<file path="config.mk">
export PLATFORM = sky130hd
export DESIGN_NAME = instr_exec_unit
export DESIGN_NICKNAME = d
export VERILOG_FILES = /design/src/rtl/instr_register_pkg.sv /design/src/rtl/instr_divider.sv /design/src/rtl/instr_exec_unit.sv
export SDC_FILE = /design/constraint.sdc
export NUM_CORES = 2
export LEC_CHECK = 0
export CAP_MARGIN = 20
export CORE_AREA = 8 8 263 456
export DETAILED_ROUTE_END_ITERATION = 10
export DIE_AREA = 0 0 271 464
export GPL_ROUTABILITY_DRIVEN = 0
export HOLD_SLACK_MARGIN = 0.02
export PLACE_DENSITY_LB_ADDON = 0.12
export SYNTH_ARGS = -nofsm -noshare
export SYNTH_HDL_FRONTEND = slang
export SYNTH_SLANG_ARGS = --single-unit
</file>
<file path="constraint.sdc">
create_clock -name clk -period 20.6 [get_ports clk]
set_clock_uncertainty 0.2 [all_clocks]
set_input_delay 3.09 -clock clk [delete_from_list [all_inputs] [get_ports clk]]
set_output_delay 3.09 -clock clk [all_outputs]
set_load 0.1 [all_outputs]
</file>
<file path="src/rtl/instr_register_pkg.sv">
// Shared types for the instruction register and its execution stage:
// opcodes, operands, instruction words, 64-bit results and execution states.
package instr_register_pkg;

   localparam int NUM_LOC    = 32;
   localparam int PTR_W      = $clog2(NUM_LOC);
   localparam int DIV_CYCLES = 32;

   typedef enum logic [3:0] {
      ZERO  = 4'd0,
      PASSA = 4'd1,
      PASSB = 4'd2,
      ADD   = 4'd3,
      SUB   = 4'd4,
      MULT  = 4'd5,
      DIV   = 4'd6,
      MOD   = 4'd7
   } opcode_t;

   typedef logic signed [31:0] operand_t;

   typedef struct packed {
      opcode_t  opc;
      operand_t op_a;
      operand_t op_b;
   } instruction_t;

   typedef logic signed [63:0] result_t;

   typedef enum logic [2:0] {
      IDLE   = 3'd0,
      FETCH  = 3'd1,
      EXEC   = 3'd2,
      DIVIDE = 3'd3,
      OUTPUT = 3'd4,
      DONE   = 3'd5
   } exec_state_t;

   function automatic result_t sext(input operand_t v);
      return {{32{v[31]}}, v};
   endfunction

   // Unsigned magnitude; -2^31 maps to 32'h8000_0000 without overflow.
   function automatic logic [31:0] magnitude(input operand_t v);
      logic [31:0] w_mag;
      if (v[31]) begin
         w_mag = ~v + 32'd1;
      end else begin
         w_mag = v;
      end
      return w_mag;
   endfunction

endpackage

</file>
<file path="src/rtl/instr_divider.sv">
// Iterative restoring signed 32/32 divider, one quotient bit per cycle.
// quotient/remainder present the sign-corrected values of the iteration in flight; valid when done=1.
module instr_divider
   import instr_register_pkg::*;
(
   input  logic     clk,
   input  logic     reset_n,
   input  logic     start,
   input  operand_t dividend,
   input  operand_t divisor,
   output result_t  quotient,
   output result_t  remainder,
   output logic     done
);

   logic        r_active;
   logic [4:0]  r_count;
   logic [31:0] r_quo;
   logic [31:0] r_rem;
   logic [31:0] r_dsr;
   logic        r_neg_q;
   logic        r_neg_r;

   logic [32:0] w_shift;
   logic [32:0] w_diff;
   logic        w_qbit;
   logic [31:0] w_quo_next;
   logic [31:0] w_rem_next;
   logic [63:0] w_q_mag;
   logic [63:0] w_r_mag;

   // One restoring step plus sign correction of the step's outcome.
   always_comb begin
      w_shift    = {r_rem, r_quo[31]};
      w_diff     = w_shift - {1'b0, r_dsr};
      w_qbit     = ~w_diff[32];
      w_quo_next = {r_quo[30:0], w_qbit};
      if (w_qbit) begin
         w_rem_next = w_diff[31:0];
      end else begin
         w_rem_next = w_shift[31:0];
      end
      w_q_mag = {32'd0, w_quo_next};
      w_r_mag = {32'd0, w_rem_next};
      if (r_neg_q) begin
         quotient = -$signed(w_q_mag);
      end else begin
         quotient = $signed(w_q_mag);
      end
      if (r_neg_r) begin
         remainder = -$signed(w_r_mag);
      end else begin
         remainder = $signed(w_r_mag);
      end
      done = r_active && (r_count == 5'(DIV_CYCLES - 1));
   end

   // Operand load on start, then DIV_CYCLES shift-subtract iterations.
   always_ff @(posedge clk) begin
      if (!reset_n) begin
         r_active <= 1'b0;
         r_count  <= 5'd0;
         r_quo    <= 32'd0;
         r_rem    <= 32'd0;
         r_dsr    <= 32'd0;
         r_neg_q  <= 1'b0;
         r_neg_r  <= 1'b0;
      end else if (start) begin
         r_active <= 1'b1;
         r_count  <= 5'd0;
         r_quo    <= magnitude(dividend);
         r_rem    <= 32'd0;
         r_dsr    <= magnitude(divisor);
         r_neg_q  <= dividend[31] ^ divisor[31];
         r_neg_r  <= dividend[31];
      end else if (r_active) begin
         r_quo   <= w_quo_next;
         r_rem   <= w_rem_next;
         r_count <= r_count + 5'd1;
         if (done) begin
            r_active <= 1'b0;
         end
      end
   end

endmodule

</file>
<file path="src/rtl/instr_exec_unit.sv">
// Execution stage: walks a window of instruction register locations, executes each
// instruction and returns a 64-bit signed result over a valid/ready channel.
module instr_exec_unit
   import instr_register_pkg::*;
(
   input  logic               clk,
   input  logic               reset_n,
   input  logic               start,
   input  logic [PTR_W-1:0]   first_ptr,
   input  logic [5:0]         num_instr,
   output logic [PTR_W-1:0]   read_pointer,
   input  instruction_t       instruction_word,
   output logic               busy,
   output logic               done,
   output logic               res_valid,
   input  logic               res_ready,
   output result_t            res_data,
   output opcode_t            res_opcode,
   output logic [PTR_W-1:0]   res_addr,
   output logic               res_err
);

   exec_state_t        r_state;
   logic [PTR_W-1:0]   r_ptr;
   logic [5:0]         r_remaining;
   opcode_t            r_opc;
   operand_t           r_op_a;
   operand_t           r_op_b;
   logic [PTR_W-1:0]   r_read_pointer;
   logic               r_busy;
   logic               r_done;
   logic               r_res_valid;
   result_t            r_res_data;
   opcode_t            r_res_opcode;
   logic [PTR_W-1:0]   r_res_addr;
   logic               r_res_err;

   result_t            w_exec_data;
   logic               w_exec_err;
   logic               w_is_div;
   logic               w_div_start;
   logic [5:0]         w_num_clamped;
   result_t            w_quotient;
   result_t            w_remainder;
   logic               w_div_done;

   // Single-cycle opcode datapath; DIV/MOD only resolve the zero-divisor case here.
   always_comb begin
      w_exec_data = 64'sd0;
      w_exec_err  = 1'b0;
      case (r_opc)
         ZERO:  w_exec_data = 64'sd0;
         PASSA: w_exec_data = sext(r_op_a);
         PASSB: w_exec_data = sext(r_op_b);
         ADD:   w_exec_data = sext(r_op_a) + sext(r_op_b);
         SUB:   w_exec_data = sext(r_op_a) - sext(r_op_b);
         MULT:  w_exec_data = sext(r_op_a) * sext(r_op_b);
         DIV, MOD: begin
            w_exec_data = 64'sd0;
            w_exec_err  = (r_op_b == 32'sd0);
         end
         default: begin
            w_exec_data = 64'sd0;
            w_exec_err  = 1'b1;
         end
      endcase
      w_is_div    = (r_opc == DIV) || (r_opc == MOD);
      w_div_start = (r_state == EXEC) && w_is_div && (r_op_b != 32'sd0);
      if (num_instr > 6'd32) begin
         w_num_clamped = 6'd32;
      end else begin
         w_num_clamped = num_instr;
      end
   end

   instr_divider u_divider (
      .clk       (clk),
      .reset_n   (reset_n),
      .start     (w_div_start),
      .dividend  (r_op_a),
      .divisor   (r_op_b),
      .quotient  (w_quotient),
      .remainder (w_remainder),
      .done      (w_div_done)
   );

   // Batch sequencer; every output is a register written here.
   always_ff @(posedge clk) begin
      if (!reset_n) begin
         r_state        <= IDLE;
         r_ptr          <= '0;
         r_remaining    <= 6'd0;
         r_opc          <= ZERO;
         r_op_a         <= 32'sd0;
         r_op_b         <= 32'sd0;
         r_read_pointer <= '0;
         r_busy         <= 1'b0;
         r_done         <= 1'b0;
         r_res_valid    <= 1'b0;
         r_res_data     <= 64'sd0;
         r_res_opcode   <= ZERO;
         r_res_addr     <= '0;
         r_res_err      <= 1'b0;
      end else begin
         case (r_state)
            IDLE: begin
               r_done <= 1'b0;
               if (start && (num_instr != 6'd0)) begin
                  r_ptr          <= first_ptr;
                  r_read_pointer <= first_ptr;
                  r_remaining    <= w_num_clamped;
                  r_busy         <= 1'b1;
                  r_state        <= FETCH;
               end
            end
            FETCH: begin
               r_opc   <= instruction_word.opc;
               r_op_a  <= instruction_word.op_a;
               r_op_b  <= instruction_word.op_b;
               r_state <= EXEC;
            end
            EXEC: begin
               if (w_div_start) begin
                  r_state <= DIVIDE;
               end else begin
                  r_res_data   <= w_exec_data;
                  r_res_err    <= w_exec_err;
                  r_res_opcode <= r_opc;
                  r_res_addr   <= r_ptr;
                  r_res_valid  <= 1'b1;
                  r_state      <= OUTPUT;
               end
            end
            DIVIDE: begin
               if (w_div_done) begin
                  r_res_data   <= (r_opc == DIV) ? w_quotient : w_remainder;
                  r_res_err    <= 1'b0;
                  r_res_opcode <= r_opc;
                  r_res_addr   <= r_ptr;
                  r_res_valid  <= 1'b1;
                  r_state      <= OUTPUT;
               end
            end
            OUTPUT: begin
               if (res_ready) begin
                  r_res_valid <= 1'b0;
                  r_remaining <= r_remaining - 6'd1;
                  r_ptr       <= r_ptr + 5'd1;
                  if (r_remaining == 6'd1) begin
                     r_done  <= 1'b1;
                     r_state <= DONE;
                  end else begin
                     r_read_pointer <= r_ptr + 5'd1;
                     r_state        <= FETCH;
                  end
               end
            end
            DONE: begin
               r_done  <= 1'b0;
               r_busy  <= 1'b0;
               r_state <= IDLE;
            end
            default: begin
               r_done      <= 1'b0;
               r_busy      <= 1'b0;
               r_res_valid <= 1'b0;
               r_state     <= IDLE;
            end
         endcase
      end
   end

   assign read_pointer = r_read_pointer;
   assign busy         = r_busy;
   assign done         = r_done;
   assign res_valid    = r_res_valid;
   assign res_data     = r_res_data;
   assign res_opcode   = r_res_opcode;
   assign res_addr     = r_res_addr;
   assign res_err      = r_res_err;

endmodule

</file>
==> run_results.csv <==
group,metric,value,unit
critical_path,startpoint_type,"flop",
critical_path,cp.required,20.91,ns
logic_synthesis,yosys_warnings,0,
detailed_routing,wl,201,mm
detailed_routing,wl_per_cell,25.2,um
timing,rsz0062_at_grt,"false",
timing,setup_tns,0,ns
timing,fmax,101,MHz
critical_path,arrival,10.25,ns
detailed_routing,final_antenna_net_count,0,
floorplan,start_util,49.7,%
logic_synthesis,yosysUniqueCellTypes,104,
logic_synthesis,syn_nets,8045,
floorplan,die_area,126000,um2
layout,drive_gt1_share,3.91,%
status,status,"completed",
placement,place_area,59100,um2
power,sw_frac_of_total,44.7,%
power,power_frac_seq,25.6,%
clock_network,cts_hold_buf,0,
floorplan,core_region_area,113000,um2
power,internal-power,0.00121,W
logic_synthesis,synth_ff_type,"dfxtp_1",
placement,io_buffers,164,
detailed_routing,vias,47400,
grt,antenna_found_initial,16,
logic_synthesis,synth_edf_count,0,
critical_path,path_max_fanout,19,
layout,final_core_utilization,53.0,%
critical_path,r2r_end,"res_data[63]$_SDFFE_PN0P_",
timing,tightest_slew,1.21,ns
power,p_sw,0.000978,W
power,pwr-share-comb,46.1,%
layout,finalNonFillerCells,7973,
power,power_per_cell_area,36.3,nW/um2
power,leakage,28.7,nW
floorplan,ios,165,
grt,grt_overflow,0,
clock_network,clk_pin_slew_worst_paths,0.07,ns
logic_synthesis,syn_area,56300,um2
logic_synthesis,syn_area_per_cell,8.56,um2
min_path,hold_class,"flop to flop",
clock_network,cts_max_level,1,
timing,post-route-min-period,9.94,ns
clock_network,cts_setup_buffers,0,
logic_synthesis,synth_area_leaders,"fa_1 39%, dfxtp_1 9.5%, inv_1 7.3%",
critical_path,crit_type,"flop to flop",
power,ir_worst_vdd,0.0740,mV
detailed_routing,drtIter0Drc,3954,
clock_network,clock_insertion_delay_worst_skew,0.66,ns
min_path,min_to,"r_op_b[18]$_SDFFE_PN0P_",
grt,grt_first_pass_wirelength,308,mm
timing,setup_viol,0,
logic_synthesis,yosys.area.top_type,"fa_1",
power,p_clk_share,28.3,%
timing,hold_violations,0,
critical_path,reg2reg_depth,25,
critical_path,worstSetupEndpointType,"flop",
detailed_routing,vias_per_cell,5.94,
logic_synthesis,yosysTopAreaCellShare,38.5,%
job,maxCapViolations,0,
floorplan,num_rows,164,
timing,drv_slew,0,
grt,grt_max_degree,102,
detailed_routing,first_pass_iters,9,
layout,design_area,60200,um2
critical_path,r2r_start,"r_op_a[31]$_SDFFE_PN0P_",
min_path,hold_depth,2,
placement,dp_hpwl,150,mm
clock_network,clock_path_buffers,3,
floorplan,die_w,271,um
clock_network,cts_resized,0,
grt,grt_pass1_vias,50900,
clock_network,clock-root-buffer,"clkbuf_16",
layout,syn_to_final_growth,6.82,%
clock_network,cts_sinks,268,
clock_network,cts_made_buffers,30,
clock_network,cts_tree,"done",
timing,whs,0.265,ns
critical_path,r2r_slack,10.66,ns
logic_synthesis,yosysSeqAreaShare,9.52,%
logic_synthesis,synthCells,6585,
logic_synthesis,synth-seq-cells,268,
layout,fin_nets,7909,
logic_synthesis,async_flop_share,0,%
placement,place_inst,7910,
grt,grt_usage,32.0,%
min_path,holdCritStartpoint,"r_op_b[18]$_SDFFE_PN0P_",
timing,post-route-period-util,48.2,%
timing,slew_headroom,19.0,%
floorplan,die_y,464,um
detailed_routing,drc,0,
==> worst max path at each step <==
stage	start	to	slack [ns]	cells after the start
after global placement	r_op_a[31]$_SDFFE_PN0P_	res_data[63]$_SDFFE_PN0P_	10.77	26
after global routing	r_op_a[31]$_SDFFE_PN0P_	res_data[63]$_SDFFE_PN0P_	10.22	26
after detailed placement	r_op_a[31]$_SDFFE_PN0P_	res_data[63]$_SDFFE_PN0P_	10.64	26
final	r_op_a[31]$_SDFFE_PN0P_	res_data[63]$_SDFFE_PN0P_	10.66	25
after CTS	r_op_a[31]$_SDFFE_PN0P_	res_data[63]$_SDFFE_PN0P_	10.60	26
after floorplan	r_op_a[31]$_SDFFE_PN0P_	res_data[63]$_SDFFE_PN0P_	11.64	28
==> through the flow <==
stage	power (W)	setup WS, ns
global placement	0.00155	10.77
CTS	0.00218	10.60
finish	0.00219	10.66
floorplan	0.00121	11.64
detailed placement	0.00156	10.64
global route	0.00229	10.22
==> critical path, stage by stage (launching register included) <==
cell and delay (ns):
dfxtp_2 0.31, buf_4 0.29, clkinv_1 0.62, nor2_1 0.45
fa_1 0.52, fa_1 0.55, fa_1 0.43, buf_4 0.22
fa_1 0.86, inv_1 0.39, fa_1 0.58, inv_1 0.06
fa_1 0.57, fa_1 0.44, fa_1 0.47, ha_1 0.38
and3_1 0.22, a31o_2 0.25, and4_1 0.19, a221o_1 0.38
a21o_1 0.25, a311o_1 0.38, a221o_1 0.36, a21oi_1 0.17
xnor2_1 0.14, o21ai_1 0.09
==> cells in the mapped netlist (70+ instances only) <==
cell / n
a21boi_0: 90
a21oi_1: 244
and2_1: 459
clkbuf_1: 378
dfxtp_1: 268
fa_1: 1085
ha_1: 292
inv_1: 1089
mux2i_1: 70
nand2_1: 898
nor2_1: 293
o21ai_0: 256
xnor2_1: 149
xor2_1: 75
==> power groups by stage <==
| stage | registers [W] | logic [W] | clock network (W) |
|---|---|---|---|
| 5_1_grt | 0.000563 | 0.00108 | 0.000651 |
| 3_3_place_gp | 0.000571 | 0.000978 | 0 |
| 3_5_place_dp | 0.000571 | 0.000989 | 0 |
| 6_report | 0.000560 | 0.00101 | 0.000618 |
| 4_1_cts | 0.000560 | 0.000992 | 0.000630 |
| 2_1_floorplan | 0.000637 | 0.000575 | 0 |
==> cell families (layout without fill, tap and decap cells) <==
family	count (synthesis)	in the layout	synth area share, %
multiplexers	73	73	1.32
flip-flops	268	268	9.52
AND/OR/NAND/NOR	2003	2003	16.9
XOR/XNOR	224	224	3.48
buffers and inverters	1529	1417	10.2
adder cells (fa/ha/maj)	1377	1377	45.0
AO/OA/AOI/OAI	1111	1111	13.5
other	0	6	0
==> cell type report <==
cell class / instances / area (um2)
fill: 10700 / 53300
multi-input combinational: 4788 / 45300
sequential: 268 / 5380
inverter: 1093 / 4100
timing repair buffer: 268 / 2430
tap: 1494 / 1870
clock buffer: 42 / 896
clock inverter: 14 / 215
antenna: 6 / 15.0
==> flip-flops by register name (all words and copies together) (netlist names) <==
name	count
busy	1
done	1
r_op_a	32
r_op_b	32
r_opc	4
r_ptr	5
r_remaining	6
r_state	3
read_pointer	5
res_addr	5
res_data	64
res_err	1
res_opcode	4
res_valid	1
u_divider.r_active	1
u_divider.r_count	5
u_divider.r_dsr	32
u_divider.r_neg_q	1
u_divider.r_neg_r	1
u_divider.r_quo	32
u_divider.r_rem	32
==> per-layer routing <==
layer	vias to the layer above	wire [um]	GRT usage, %	share of wire (%)
met4	6	18200	22.6	9.1
met2	2210	99400	55.9	50
met1	23900	68000	34.9	34
met5	-	38	0	0.019
met3	800	14900	5.39	7.4
li1	20500	-	-	-
==> cell usage in the layout, fill, tap and decap left out, drive strengths merged, types with 36 or more instances in the layout <==
cell type and n:
clkdlybuf4s50 163, nand3 49, a21boi 90, a21oi 255
o211ai 38, mux2i 71, a21o 56, fa 1085
nand2 898, xnor2 149, nor2b 36, dfxtp 268
clkbuf 42, o21ai 266, and2 460, o31ai 40
xor2 75, ha 292, inv 1092, nor3 68
nand2b 39, nor2 294, buf 105, o211a 60
(Power assumes the default switching activity.)
